**src/rtl/mem_access_unit_if.sv**
```systemverilog
// Bundles the request/response handshake and the memory bus of mem_access_unit.
// master = control FSM plus memory model side, slave = the access unit itself.
interface mem_access_unit_if #(
    parameter int XLEN   = 32,
    parameter int ADDR_W = 32
);
    logic                req_valid;
    logic                req_ready;
    logic                req_write;
    logic [ADDR_W-1:0]   req_addr;
    logic [XLEN-1:0]     req_wdata;
    logic [1:0]          req_size;
    logic                req_unsigned;
    logic                rsp_valid;
    logic [XLEN-1:0]     rsp_rdata;
    logic                rsp_error;
    logic                mem_valid;
    logic                mem_ready;
    logic                mem_we;
    logic [ADDR_W-1:0]   mem_addr;
    logic [XLEN/8-1:0]   mem_wstrb;
    logic [XLEN-1:0]     mem_wdata;
    logic [XLEN-1:0]     mem_rdata;

    modport master (
        output req_valid, req_write, req_addr, req_wdata, req_size, req_unsigned,
        input  req_ready, rsp_valid, rsp_rdata, rsp_error,
        input  mem_valid, mem_we, mem_addr, mem_wstrb, mem_wdata,
        output mem_ready, mem_rdata
    );

    modport slave (
        input  req_valid, req_write, req_addr, req_wdata, req_size, req_unsigned,
        output req_ready, rsp_valid, rsp_rdata, rsp_error,
        output mem_valid, mem_we, mem_addr, mem_wstrb, mem_wdata,
        input  mem_ready, mem_rdata
    );
endinterface

```
**src/rtl/mem_access_unit.sv**
```systemverilog
// Load/store port between the multicycle control FSM and shared memory:
// valid/ready handshake, sub-word accesses, misalignment and wait-state timeout.
module mem_access_unit #(
    parameter int XLEN    = 32,
    parameter int ADDR_W  = 32,
    parameter int TIMEOUT = 0
) (
    input  logic             clk,
    input  logic             reset,
    mem_access_unit_if.slave bus
);
    localparam int STRB_W = XLEN / 8;
    localparam int OFF_W  = $clog2(STRB_W);

    localparam logic [1:0] ST_IDLE   = 2'd0;
    localparam logic [1:0] ST_ACCESS = 2'd1;
    localparam logic [1:0] ST_RESP   = 2'd2;

    logic [1:0]        state;
    logic [ADDR_W-1:0] mem_addr_q;
    logic              mem_we_q;
    logic [STRB_W-1:0] mem_wstrb_q;
    logic [XLEN-1:0]   mem_wdata_q;
    logic [XLEN-1:0]   rsp_rdata_q;
    logic              rsp_error_q;
    logic [OFF_W-1:0]  off_q;
    logic [1:0]        size_q;
    logic              unsigned_q;
    logic [31:0]       wait_cnt;

    logic              accept;
    logic              misaligned;
    logic              illegal_size;
    logic              timed_out;
    logic [OFF_W-1:0]  req_off;
    logic [STRB_W-1:0] req_strb;
    logic [XLEN-1:0]   req_wrep;
    logic [XLEN-1:0]   rd_shift;
    logic [XLEN-1:0]   keep_mask;
    logic              sign_bit;
    logic [XLEN-1:0]   load_ext;

    assign bus.req_ready = (state == ST_IDLE) && reset;
    assign bus.mem_valid = (state == ST_ACCESS);
    assign bus.rsp_valid = (state == ST_RESP);
    assign bus.mem_addr  = mem_addr_q;
    assign bus.mem_we    = mem_we_q;
    assign bus.mem_wstrb = mem_wstrb_q;
    assign bus.mem_wdata = mem_wdata_q;
    assign bus.rsp_rdata = rsp_rdata_q;
    assign bus.rsp_error = rsp_error_q;

    assign accept       = bus.req_valid && bus.req_ready;
    assign req_off      = bus.req_addr[OFF_W-1:0];
    assign illegal_size = (bus.req_size == 2'd3) && (XLEN == 32);
    assign timed_out    = (TIMEOUT > 0) && ((wait_cnt + 32'd1) == 32'(TIMEOUT));

    always_comb begin
        misaligned = 1'b0;
        case (bus.req_size)
            2'd0:    misaligned = 1'b0;
            2'd1:    misaligned = bus.req_addr[0];
            2'd2:    misaligned = |bus.req_addr[1:0];
            default: misaligned = |bus.req_addr[2:0];
        endcase
    end

    // Store lanes: strobes select the addressed bytes, data is replicated so any lane sees it.
    always_comb begin
        req_strb = '1;
        req_wrep = bus.req_wdata;
        case (bus.req_size)
            2'd0: begin
                req_strb = STRB_W'(1) << req_off;
                req_wrep = {STRB_W{bus.req_wdata[7:0]}};
            end
            2'd1: begin
                req_strb = STRB_W'(3) << req_off;
                req_wrep = {(STRB_W / 2){bus.req_wdata[15:0]}};
            end
            2'd2: begin
                req_strb = STRB_W'(15) << req_off;
                req_wrep = {(STRB_W / 4){bus.req_wdata[31:0]}};
            end
            default: begin
                req_strb = '1;
                req_wrep = bus.req_wdata;
            end
        endcase
    end

    // Load path: bring the addressed bytes down to bit 0, then extend via a keep mask.
    always_comb begin
        rd_shift  = bus.mem_rdata >> {off_q, 3'b000};
        keep_mask = '1;
        sign_bit  = rd_shift[XLEN-1];
        case (size_q)
            2'd0: begin
                keep_mask = XLEN'(8'hFF);
                sign_bit  = rd_shift[7];
            end
            2'd1: begin
                keep_mask = XLEN'(16'hFFFF);
                sign_bit  = rd_shift[15];
            end
            2'd2: begin
                keep_mask = XLEN'(32'hFFFF_FFFF);
                sign_bit  = rd_shift[31];
            end
            default: begin
                keep_mask = '1;
                sign_bit  = rd_shift[XLEN-1];
            end
        endcase
        load_ext = (rd_shift & keep_mask) |
                   (~keep_mask & {XLEN{sign_bit & ~unsigned_q}});
    end

    always_ff @(posedge clk) begin
        if (!reset) begin
            state       <= ST_IDLE;
            mem_addr_q  <= '0;
            mem_we_q    <= 1'b0;
            mem_wstrb_q <= '0;
            mem_wdata_q <= '0;
            rsp_rdata_q <= '0;
            rsp_error_q <= 1'b0;
            off_q       <= '0;
            size_q      <= '0;
            unsigned_q  <= 1'b0;
            wait_cnt    <= '0;
        end else begin
            case (state)
                ST_IDLE: begin
                    if (accept) begin
                        off_q       <= req_off;
                        size_q      <= bus.req_size;
                        unsigned_q  <= bus.req_unsigned;
                        wait_cnt    <= '0;
                        mem_addr_q  <= {bus.req_addr[ADDR_W-1:OFF_W], OFF_W'(0)};
                        mem_we_q    <= bus.req_write;
                        mem_wstrb_q <= bus.req_write ? req_strb : '0;
                        mem_wdata_q <= bus.req_write ? req_wrep : '0;
                        if (misaligned || illegal_size) begin
                            rsp_error_q <= 1'b1;
                            rsp_rdata_q <= '0;
                            state       <= ST_RESP;
                        end else begin
                            state <= ST_ACCESS;
                        end
                    end
                end
                // A handshake in the same cycle the counter expires takes priority.
                ST_ACCESS: begin
                    if (bus.mem_ready) begin
                        rsp_error_q <= 1'b0;
                        rsp_rdata_q <= mem_we_q ? '0 : load_ext;
                        state       <= ST_RESP;
                    end else if (timed_out) begin
                        rsp_error_q <= 1'b1;
                        rsp_rdata_q <= '0;
                        state       <= ST_RESP;
                    end else begin
                        wait_cnt <= wait_cnt + 32'd1;
                    end
                end
                ST_RESP: state <= ST_IDLE;
                default: state <= ST_IDLE;
            endcase
        end
    end
endmodule

```
**src/flat_wrapper.sv**
```systemverilog
// flat-port wrapper written by rule: the top's interface ports become plain ports
module mem_access_unit_flat 
#(
    parameter int XLEN    = 32,
    parameter int ADDR_W  = 32,
    parameter int TIMEOUT = 0
)
  (clk, reset, bus_req_valid, bus_req_write, bus_req_addr, bus_req_wdata, bus_req_size, bus_req_unsigned, bus_req_ready, bus_rsp_valid, bus_rsp_rdata, bus_rsp_error, bus_mem_valid, bus_mem_we, bus_mem_addr, bus_mem_wstrb, bus_mem_wdata, bus_mem_ready, bus_mem_rdata);
  mem_access_unit_if #(.XLEN(XLEN), .ADDR_W(ADDR_W)) bus_i ();
  input  logic clk;
  input  logic reset;
  input wire logic [$bits(bus_i.req_valid)-1:0] bus_req_valid;
  input wire logic [$bits(bus_i.req_write)-1:0] bus_req_write;
  input wire logic [$bits(bus_i.req_addr)-1:0] bus_req_addr;
  input wire logic [$bits(bus_i.req_wdata)-1:0] bus_req_wdata;
  input wire logic [$bits(bus_i.req_size)-1:0] bus_req_size;
  input wire logic [$bits(bus_i.req_unsigned)-1:0] bus_req_unsigned;
  output wire logic [$bits(bus_i.req_ready)-1:0] bus_req_ready;
  output wire logic [$bits(bus_i.rsp_valid)-1:0] bus_rsp_valid;
  output wire logic [$bits(bus_i.rsp_rdata)-1:0] bus_rsp_rdata;
  output wire logic [$bits(bus_i.rsp_error)-1:0] bus_rsp_error;
  output wire logic [$bits(bus_i.mem_valid)-1:0] bus_mem_valid;
  output wire logic [$bits(bus_i.mem_we)-1:0] bus_mem_we;
  output wire logic [$bits(bus_i.mem_addr)-1:0] bus_mem_addr;
  output wire logic [$bits(bus_i.mem_wstrb)-1:0] bus_mem_wstrb;
  output wire logic [$bits(bus_i.mem_wdata)-1:0] bus_mem_wdata;
  input wire logic [$bits(bus_i.mem_ready)-1:0] bus_mem_ready;
  input wire logic [$bits(bus_i.mem_rdata)-1:0] bus_mem_rdata;
  assign bus_i.req_valid = bus_req_valid;
  assign bus_i.req_write = bus_req_write;
  assign bus_i.req_addr = bus_req_addr;
  assign bus_i.req_wdata = bus_req_wdata;
  assign bus_i.req_size = bus_req_size;
  assign bus_i.req_unsigned = bus_req_unsigned;
  assign bus_req_ready = bus_i.req_ready;
  assign bus_rsp_valid = bus_i.rsp_valid;
  assign bus_rsp_rdata = bus_i.rsp_rdata;
  assign bus_rsp_error = bus_i.rsp_error;
  assign bus_mem_valid = bus_i.mem_valid;
  assign bus_mem_we = bus_i.mem_we;
  assign bus_mem_addr = bus_i.mem_addr;
  assign bus_mem_wstrb = bus_i.mem_wstrb;
  assign bus_mem_wdata = bus_i.mem_wdata;
  assign bus_i.mem_ready = bus_mem_ready;
  assign bus_i.mem_rdata = bus_mem_rdata;
  mem_access_unit #(.XLEN(XLEN), .ADDR_W(ADDR_W), .TIMEOUT(TIMEOUT)) u_core (.clk(clk), .reset(reset), .bus(bus_i));
endmodule
```
**config.mk**
```make
export PLATFORM = sky130hd
export DESIGN_NAME = mem_access_unit_flat
export DESIGN_NICKNAME = d
export VERILOG_FILES = /design/src/rtl/mem_access_unit_if.sv /design/src/rtl/mem_access_unit.sv /design/src/flat_wrapper.sv
export SDC_FILE = /design/constraint.sdc
export NUM_CORES = 1
export LEC_CHECK = 0
export ABC_AREA = 1
export BUFFER_PORTS_ARGS = -buffer_cell sky130_fd_sc_hd__buf_2
export CORE_MARGIN = 2
export CORE_UTILIZATION = 48
export DETAILED_ROUTE_END_ITERATION = 10
export HOLD_SLACK_MARGIN = 0.05
export PLACE_DENSITY = 0.8
export REMOVE_ABC_BUFFERS = 1
export SLEW_MARGIN = 30
export SYNTH_ARGS = -nofsm -noshare
export SYNTH_HDL_FRONTEND = slang
export SYNTH_SLANG_ARGS = --single-unit
```
**constraint.sdc**
```tcl
create_clock -name clk -period 1.8 [get_ports clk]
set_input_delay 0.09 -clock clk [delete_from_list [all_inputs] [get_ports clk]]
set_output_delay 0.09 -clock clk [all_outputs]
set_load 0.02 [all_outputs]
```
# == After elaboration in Yosys (flattened, before gate mapping) ==
# Index checks and enable logic that the tools add are counted.
# op_classes
eq_ne,9
n_bitwise,6
shift,4
mux,20
reduce_logical,12
# op_table
operator,n
$pmux W32 S2,3
$mux W32,5
$and A32 B32 Y32,2
$not A32 Y32,1
$or A32 B32 Y32,1
$shr A32 B5 Y32,1
$pmux W4 S3,1
$eq A2 B1 Y1 const B,3
$eq A2 B2 Y1 const B,3
$logic_not A2 Y1,3
$mux W2,3
$mux W4,1
$ne A2 B1 Y1 const B,2
$pmux W1 S2,2
$pmux W2 S2,1
$reduce_and A2 Y1,2
$reduce_and A4 Y1,1
$shl A1 B2 Y4 const A,1
$shl A2 B2 Y4 const A,1
$shl A4 B2 Y4 const A,1
$mux W1,3
$pmux W1 S3,1
$reduce_or A3 Y1,1
$logic_and A1 B1 Y1,2
6 further kinds,6
# totals
input_bits,104
wordCells,61
ff_bits,107

# == Logic depth before layout (Yosys ltp) ==
# Gate-level depths: netlist (run 1).
# logic_depth
word_depth,8
ltp_mapped,10

# == Worst setup path before layout (run 1) ==
# Ideal clock, no wire load.
# synth_path
path_type,input to register
start,input bus_req_size[0]
end,"register u_core.mem_wdata_q[22], in the netlist u_core.bus.mem_wdata[22]"
t_required_ns,1.668
slack_ns,0.324
cell_stages,8
t_arrival_ns,1.344
setup_time_ns,0.132
n_path_buf,2
cell_sequence,inv_1 -> ha_1 -> buf_2 -> nor2_2 -> buf_4 -> mux2_2 -> nand2_1 -> a21oi_1
# synth_between
elab_chain_cells,3
word_cells_on_any_way,4
# synth_rtl
item,line_no,rtl
"start, declared",flat_wrapper.sv:16,input wire logic [$bits(bus_i.req_size)-1:0] bus_req_size;
$eq A2 B1 Y1 / $logic_not A2 Y1 (equally long branches),mem_access_unit.sv:72,case (bus.req_size)
$pmux W32 S2 (*),mem_access_unit.sv:72,
$mux W32 (*),mem_access_unit.sv:143,mem_wdata_q <= bus.req_write ? req_wrep : '0;
"end signal, assigned",mem_access_unit.sv:143,
"end, declared",mem_access_unit.sv:23,logic [XLEN-1:0] mem_wdata_q;
# Every way passes the cells marked *; elsewhere a longest branch is shown, timed or not.
# A chain may end at the register's enable or synchronous reset.

# == Final worst setup path (run 1) ==
# layout_path
start,register u_core.state[1]
end,"register u_core.mem_wdata_q[20], in the netlist u_core.bus.mem_wdata[20]"
# layout_between
elab_chain_cells,4
# layout_rtl
item,line_no,rtl
"start, declared",mem_access_unit.sv:19,logic [1:0] state;
"start signal, assigned",mem_access_unit.sv:121,state <= ST_IDLE;
"start signal, assigned",mem_access_unit.sv:147,state <= ST_RESP;
"start signal, assigned",mem_access_unit.sv:149,state <= ST_ACCESS;
$logic_not A2 Y1 (*),"mem_access_unit.sv:43, mem_access_unit.sv:133",
$logic_and A1 B1 Y1,mem_access_unit.sv:43,assign bus.req_ready = (state == ST_IDLE) && reset;
$logic_and A1 B1 Y1,mem_access_unit.sv:53,assign accept = bus.req_valid && bus.req_ready;
$reduce_and A2 Y1 (no line) (*),--,
# Marks and branches as above.

==> impl_metrics.yaml, run 1 <==
floorplanning:
  die_w_um: 106
  core_area_um2: 10200
  die_h_um: 106
  initial_core_util_pct: 49.2
  rows: 37
  dieArea_um2: 11300
  ios: 209
final_layout:
  areaGrowthSynthToFinish_pct: 37.7
  multi_input_area_um2: 2490
  drive_above_1_share_pct: 27.0
  design_area_um2: 6930
  fin_nets: 1090
  regArea_um2: 2140
  fin_util_pct: 67.8
  final.fill_count: 949
pwr:
  powerDensity_nw_per_um2: 771
  irDropWorstVdd_mv: 0.473
  leakage_nw: 3.52
  finalPower_w: 0.00535
setup_path:
  cp_max_fo: 20
  slowest_stage: "dfxtp_1"
  r2r_start: "u_core.state[1]"
  cp_cell_sequence: "nor2_2, nand3_2, inv_2, nand2_2, inv_4, nand2_1, a21oi_1"
  crit_type: "reg -> reg"
  worstPathRequired_ns: 2.09
  start_kind: "flip-flop"
  crit_arrival_ns: 1.89
  worstSetupStartpoint: "u_core.state[1]"
  max_stage_delay_ns: 0.37
  cp-end-kind: "flip-flop"
timing:
  min_period_ns: 1.60
  rsz0062_at_grt: "false"
  setup_viol: 0
  max_freq_ghz: 0.625
  finalSetupTns_ns: 0
  maxSlewViolCount: 0
  clock_skew_ns: 0.0131
  period_share_pct: 88.8
  hold_viol: 0
drt:
  vias: 5731
  drt-pass1-iter-count: 4
  drc_errors: 0
  wl_per_cell_um: 14.0
  drtAntennaViolNets: 0
  drt-total-wl_um: 15700
  vias_per_cell: 5.11
  drt_iter0_markers: 300
grt:
  antenna_found_initial: 2
  grt_pass1_vias: 5363
  grt_pass1_wl_um: 24800
  grt_max_degree: 48
  overflow: 0
  grt_usage_pct: 27.1
clocking:
  postCtsSetupBuffers: 0
  insertion_delay_ns: 0.37
  clkTransAtPathRegs_ns: 0.11
  cts_tree: "done"
  cts.sinks: 107
  cts_made_buffers: 9
  h-tree-depth: 3
  cts_max_path_buffers: 2
  cts_root_buf: "clkbuf_8"
logic_synthesis:
  syn_area_per_cell_um2: 6.82
  yosysSeqAreaShare_pct: 42.6
  syn_inst: 738
  ys_warn_count: 0
  ys_types: 28
  yosys_register_bits: 107
  syn-cell-area_um2: 5030
job:
  timing.max_cap.violations: 0
placement:
  hpwl_um: 10300
  placed_cell_area_um2: 6160
  gp_congestion: 0.888
  port_buffers: 206
hold_path:
  hold_path.class: "in -> reg"
  hold_path.startpoint: "bus_mem_ready"
outcome:
  status: "finished, final reports clean"
## critical path: cells and delay by family (launching register included)
family,cells,cell delay [ns]
AO/OA/AOI/OAI,1,0.16
buffers and inverters,2,0.36
flip-flops,1,0.37
AND/OR/NAND/NOR,4,0.62
## where the power goes
| part | internal [W] | leakage, nW | switching [W] | total (W) |
|---|---|---|---|---|
| logic | 0.000469 | 2.54 | 0.000756 | 0.00122 |
| clock network | 0.000670 | 0.107 | 0.000898 | 0.00157 |
| registers | 0.00248 | 0.872 | 0.0000706 | 0.00255 |
## sequential cells by signal (all words and copies together) (netlist names)
| name | count |
|---|---|
| u_core.bus.mem_wdata | 32 |
| u_core.bus.rsp_rdata | 32 |
| u_core.bus.mem_addr | 30 |
| u_core.bus.mem_wstrb | 4 |
| u_core.off_q | 2 |
| u_core.size_q | 2 |
| u_core.state | 2 |
| u_core.bus.mem_we | 1 |
| u_core.bus.rsp_error | 1 |
| u_core.unsigned_q | 1 |
## cell usage after synthesis, drive strengths merged
master | number | area share, %
mux2 | 8 | 1.8
nor3 | 2 | 0.20
o21ai | 19 | 1.9
nor2 | 59 | 4.7
nand3 | 73 | 7.5
a21oi | 90 | 8.9
buf | 24 | 2.7
clkbuf | 28 | 2.1
nand4 | 2 | 0.37
a221oi | 1 | 0.17
o211ai | 6 | 0.89
conb | 1 | 0.074
nand2 | 251 | 19
o31ai | 16 | 2.4
dfxtp | 107 | 43
inv | 42 | 3.1
ha | 6 | 1.5
clkinv | 1 | 0.074
or2 | 1 | 0.12
o21bai | 1 | 0.15
## logic make-up after synthesis
kind of cell    Yosys count  share of synthesized area [%]
compound gates          133                           14.4
fa+ha+maj                 6                           1.49
buf+inv                  95                           7.98
flops                   107                           42.6
mux                       8                           1.79
other cells               1                         0.0745
simple gates            388                           31.7
## repair_timing
action / 4_1_cts / 5_1_grt
hold buffers: 56 / 0
gates resized for setup: 0 / 2
setup endpoints to repair: 0 / 18
endpoints found under the hold margin: 56 / 0
## area by class of cell
type | instances | area share, %
repair buffers | 282 | 25.3
clock inverters | 7 | 1.17
well taps | 136 | 2.45
clock buffers | 9 | 1.79
diodes | 1 | 0.0361
multi-input cells | 537 | 36.0
flip-flops and latches | 107 | 30.9
inverters | 43 | 2.36
## final timing paths
| path | to | slack [ns] | depth (start not counted) |
|---|---|---|---|
| worst min register to register | u_core.bus.mem_addr[6] | 0.47 | 2 |
| worst min-delay path | u_core.state[0] | 0.08 | 3 |
| worst max-delay path | u_core.bus.mem_wdata[20] | 0.20 | 7 |
| worst max register to register | u_core.bus.mem_wdata[20] | 0.20 | 7 |
## per-stage QoR
step	hold slack [ns]	std cells	setup slack [ns]
floorplan	0.200	687	-0.845
global placement	0.283	1049	0.272
detailed placement	0.287	1049	0.177
CTS	0.0605	1121	0.144
global route	0.0749	1121	0.0249
finish	0.0792	1122	0.201
## layout by cell type, fill, tap and decap left out
master	count
buf_12	1
buf_2	206
ha_1	6
nand3_1	71
clkbuf_8	9
nand4_1	1
a221oi_1	1
o31ai_1	16
inv_4	1
a21oi_1	90
inv_1	35
or2_1	1
nand2_2	2
conb_1	2
buf_4	19
clkinv_1	1
nand4_2	1
inv_2	6
o21ai_0	19
clkinv_4	1
clkinv_2	1
nor2_4	1
diode_2	1
nand3_2	2
dlygate4sd3_1	56
inv_8	1
nor3_1	2
nor2_1	55
dfxtp_1	107
nor2_2	3
mux2_2	8
o21bai_1	1
bufinv_16	1
o211ai_1	6
inv_6	3
nand2_1	249
## layer usage
layer	up-vias	part of all wire (%)	track usage, %
met5	-	0.083	0
met4	2	3.0	11.5
met3	38	7.5	6.07
met2	218	48	48.2
met1	2618	41	31.2
li1	2855	-	-
No activity file was read; power rests on OpenSTA's default activity.
==> run 2: changes to the inputs <==
==> constraint.sdc (replaced) <==
create_clock -name clk -period 1.8 [get_ports clk]
set_input_delay 0.36 -clock clk [delete_from_list [all_inputs] [get_ports clk]]
set_output_delay 0.36 -clock clk [all_outputs]
set_load 0.02 [all_outputs]
==> run 2 against run 1 <==
Design area down 7.7%. Combinational power decreased by 7%. Count of clock-buffer cells in the layout grew 1. Clock skew about the same. Critical path depth up 1. First-iteration DRC count is 15% lower. Fmax is 1.4% higher. Register-to-register slack better by 0.02 ns. Critical endpoint is now u_core.bus.rsp_rdata[3]. Sequential cell count unchanged. Highest routed layer is now met4. Utilization shrank 5.2 points. Global-route usage is 1.9 points lower. Die area unchanged.
==> impl_metrics.yaml, run 2 (same netlist as run 1, synthesis figures left out) <==
timing:
  rsz0062_at_grt: "false"
  max_freq_ghz: 0.634
  clock_skew_ns: 0.0131
  period_share_pct: 87.6
  setup_viol: 0
  maxSlewViolCount: 0
  min_period_ns: 1.58
  finalSetupTns_ns: 0
  whs_ns: 0.178
  hold_viol: 0
drt:
  met3_wirelength_um: 1190
  drc_errors: 0
  routed.top_layer: "met4"
  vias: 5444
  drt-pass1-iter-count: 5
  wl_per_cell_um: 13.4
  drtAntennaViolNets: 0
  wl_met2_um: 6840
  drt-met1-wl_um: 5940
  vias_per_cell: 5.11
  drt_iter0_markers: 256
  drt-total-wl_um: 14300
setup_path:
  cp-end-kind: "flip-flop"
  worstPathRequired_ns: 2.09
  crit_type: "reg -> reg"
  cp_max_fo: 9
  reg2reg_depth: 8
  r2r_start: "u_core.state[0]"
  start_kind: "flip-flop"
  crit_arrival_ns: 1.87
  r2r_slack_ns: 0.22
  r2r_end: "u_core.bus.rsp_rdata[3]"
pwr:
  leakage_nw: 3.29
  powerDensity_nw_per_um2: 796
  irDropWorstVdd_mv: 0.435
clocking:
  clkTransAtPathRegs_ns: 0.10
  cts_tree: "done"
  h-tree-depth: 3
  insertion_delay_ns: 0.37
  cts_made_buffers: 9
  cts_max_path_buffers: 2
  cts_root_buf: "clkbuf_8"
  cts.sinks: 107
grt:
  overflow: 0
  grt_pass1_vias: 5001
  grt_max_degree: 41
  grt_pass1_wl_um: 23100
  antenna_found_initial: 0
  grt_usage_pct: 25.2
floorplanning:
  core_area_um2: 10200
  die_w_um: 106
  dieArea_um2: 11300
  rows: 37
  die_h_um: 106
  ios: 209
  initial_core_util_pct: 49.2
final_layout:
  layout_common_cells: "249 x nand2_1, 206 x buf_2, 107 x dfxtp_1, 90 x a21oi_1, 71 x nand3_1"
  fin_util_pct: 62.5
  areaGrowthSynthToFinish_pct: 27.1
  final_common_cell: "nand2_1"
  num_antenna_cells: 0
  fin_nets: 1035
  drive_above_1_share_pct: 28.8
  design_area_um2: 6400
  instances_no_fill: 1066
placement:
  port_buffers: 206
  dp_cells: 1050
  hpwl_um: 10500
  gp_congestion: 0.893
  placed_cell_area_um2: 6210
hold_path:
  hold_depth: 3
  holdPathEnd: "u_core.bus.mem_addr[19]"
  hold_path.class: "in -> reg"
  hold_path.startpoint: "bus_req_addr[19]"
job:
  timing.max_cap.violations: 0
outcome:
  status: "finished, final reports clean"
[run 2: changes by cell type in the layout (fill, tap and decap cells not counted), sizes merged]
cell | previous run | this run
buf | 226 | 227
bufinv | 1 | 0
clkbuf | 9 | 10
clkinv | 3 | 4
clkinvlp | 0 | 2
diode | 1 | 0
dlygate4sd3 | 56 | 0
inv | 46 | 43
[run 2: how the worst max path moves through the flow]
stage                                     to             start  depth (start not counted)  slack, ns
detailed placement  u_core.bus.mem_wdata[13]   bus_req_size[1]                          8       0.06
floorplan           u_core.bus.mem_wdata[16]   u_core.state[0]                          7      -0.85
CTS                 u_core.bus.mem_wdata[23]   u_core.state[0]                          7       0.19
global route        u_core.bus.rsp_rdata[30]  u_core.size_q[1]                          4      0.005
finish               u_core.bus.rsp_rdata[3]   u_core.state[0]                          8       0.22
global placement    u_core.bus.mem_wdata[17]   bus_req_size[0]                          8       0.14
[run 2: metrics by stage]
step / total power (W) / setup slack, ns
2_1_floorplan: 0.00326 / -0.845
3_3_place_gp: 0.00373 / 0.139
3_5_place_dp: 0.00374 / 0.0608
4_1_cts: 0.00513 / 0.193
5_1_grt: 0.00539 / 0.00537
6_report: 0.00509 / 0.223
[run 2: repair_timing]
item / CTS / global route
resized for setup: 0 / 2
setup endpoints to repair: 0 / 17
hold buffers: 0 / 0
setup buffers: 0 / 0
[run 2: layout make-up]
cell class	instances	area [um^2]
Clock buffer	10	138
Clock inverter	6	47.5
Fill cell	1006	3830
Inverter	43	166
Multi-Input combinational cell	537	2490
Sequential cell	107	2140
Tap cell	136	170
Timing Repair Buffer	227	1240
[run 2: metal layers]
layer,GRT usage (%),up-vias
met5,0,-
met3,6.56,23
met2,42.9,215
met4,8.65,0
li1,-,2760
met1,30.8,2446
[run 2: critical path, stage by stage (launching register included)]
cell      delay, ns
dfxtp_1        0.36
buf_4          0.13
inv_2          0.04
nor2_4         0.10
inv_2          0.07
nor2_2         0.32
o21ai_0        0.15
o21bai_1       0.19
a21oi_1        0.14
[run 2: where the power goes]
group / internal [W] / switching (W)
clock network: 0.000554 / 0.000843
registers: 0.00248 / 0.0000689
logic: 0.000408 / 0.000733
==> run 3: changes to the inputs <==
Settings changed: CORE_UTILIZATION 48 to 52, PLACE_DENSITY 0.8 to 0.86.
Clock period 1.8 ns to 2 ns, I/O delays scaled along.
==> run 3 against run 2 <==
First-iteration DRC count increased by 4.3%. Die area decreased by 7.4%. Clock skew decreased by 0.0050 ns. Clock power decreased by 11%. Utilization increased by 5.5 points. Global-route usage increased by 2.0 points.
==> impl_metrics.yaml, run 3 (same netlist as run 1, synthesis figures left out) <==
outcome:
  status: "finished, final reports clean"
clocking:
  h-tree-depth: 3
  cts_made_buffers: 9
  insertion_delay_ns: 0.37
  clkTransAtPathRegs_ns: 0.11
  cts_max_path_buffers: 2
  postCtsSetupBuffers: 0
  cts_tree: "done"
  cts.sinks: 107
  hold_buffers: 0
  cts_root_buf: "clkbuf_8"
  cts.repair.resized: 0
timing:
  min_period_ns: 1.72
  hold_viol: 0
  maxSlewViolCount: 0
  clock_skew_ns: 0.00816
  setup_viol: 0
  finalSetupTns_ns: 0
  period_share_pct: 86.0
  rsz0062_at_grt: "false"
  max_freq_ghz: 0.582
drt:
  routed.top_layer: "met4"
  vias: 5440
  vias_per_cell: 5.16
  drt-pass1-iter-count: 4
  drt-total-wl_um: 14200
  met3_wirelength_um: 1150
  wl_per_cell_um: 13.4
  drt_iter0_markers: 267
  drc_errors: 0
  drt-met1-wl_um: 5830
  wl_met2_um: 6850
  drtAntennaViolNets: 0
setup_path:
  start_kind: "flip-flop"
  worstPathRequired_ns: 2.30
  slowest_stage: "dfxtp_1"
  path_common_cell: "inv_2"
  cp-end-kind: "flip-flop"
  crit_buf_inv: 3
  cp_max_fo: 54
  cp_cell_sequence: "nor2_2, nand3_2, buf_12, inv_2, nand2_2, inv_2, nand2_1, a21oi_1"
  crit_type: "reg -> reg"
  max_stage_delay_ns: 0.36
  cp_top_family: "buffers and inverters"
  crit_arrival_ns: 2.02
floorplanning:
  rows: 35
  dieArea_um2: 10500
  die_w_um: 102
  initial_core_util_pct: 54.0
  die_h_um: 102
  ios: 209
  core_area_um2: 9330
final_layout:
  fin_nets: 1031
  drive_above_1_share_pct: 28.3
  num_antenna_cells: 0
  layout_common_cells: "249 x nand2_1, 206 x buf_2, 107 x dfxtp_1, 90 x a21oi_1, 71 x nand3_1"
  multi_input_area_um2: 2490
  final.fill_count: 896
  final_common_cell: "nand2_1"
  regArea_um2: 2140
  areaGrowthSynthToFinish_pct: 26.0
  fin_util_pct: 68.0
pwr:
  finalPower_w: 0.00455
  irDropWorstVdd_mv: 0.423
  powerDensity_nw_per_um2: 717
  leakage_nw: 3.27
grt:
  grt_pass1_wl_um: 22600
  antenna_found_initial: 0
  grt_usage_pct: 27.2
  grt_max_degree: 71
  overflow: 0
  grt_pass1_vias: 4871
hold_path:
  hold_path.class: "in -> reg"
placement:
  port_buffers: 206
  hpwl_um: 10300
  gp_congestion: 0.895
job:
  timing.max_cap.violations: 0
-- run 3: cell types whose count changed in the layout (fill, tap and decap cells not counted) --
| cell | previous run | this run |
|---|---|---|
| clkinv_4 | 2 | 1 |
| inv_6 | 2 | 1 |
| inv_2 | 6 | 7 |
| inv_8 | 0 | 1 |
| clkbuf_8 | 10 | 9 |
| buf_4 | 17 | 13 |
| clkinv_1 | 0 | 1 |
| clkbuf_1 | 0 | 1 |
| clkinv_2 | 2 | 1 |
-- run 3: metrics by stage --
stage	hold WS [ns]	instances	instance area [um^2]	setup WS (ns)
floorplan	0.445	687	4800	-0.645
global placement	0.450	1039	6170	0.259
detailed placement	0.452	1039	6170	0.234
CTS	0.206	1055	6340	0.287
global route	0.204	1055	6340	0.0777
finish	0.212	1055	6340	0.281
-- run 3: layout make-up --
type | instances | area share (%)
Multi-Input combinational cell | 537 | 39.3
Clock inverter | 6 | 0.769
Clock buffer | 10 | 2.01
Timing Repair Buffer | 223 | 19.1
Sequential cell | 107 | 33.8
Tap cell | 129 | 2.54
Inverter | 43 | 2.54
-- run 3: worst min-delay path, delay by kind of cell --
kind                   cells  cell delay (ns)
AND/OR/NAND/NOR            2             0.09
buffers and inverters      1             0.07
-- run 3: path summary, 6_finish.rpt --
path,start,end,slack (ns),depth (start not counted)
min reg2reg,u_core.bus.mem_addr[5],u_core.bus.mem_addr[5],0.47,2
max,u_core.state[0],u_core.bus.mem_wdata[20],0.28,8
min,bus_req_addr[3],u_core.bus.mem_addr[3],0.21,3
max reg2reg,u_core.state[0],u_core.bus.mem_wdata[20],0.28,8
-- run 3: report_power, final --
group | internal (W) | switching, W
registers | 0.00224 | 0.0000674
logic | 0.000356 | 0.000651
clock network | 0.000467 | 0.000773
total | 0.00306 | 0.00149
-- run 3: per-layer routing --
| metal | GRT usage, % | vias up |
|---|---|---|
| li1 | - | 2751 |
| met3 | 5.81 | 29 |
| met1 | 34.0 | 2448 |
| met2 | 46.1 | 212 |
| met5 | 0 | - |
| met4 | 10.2 | 0 |
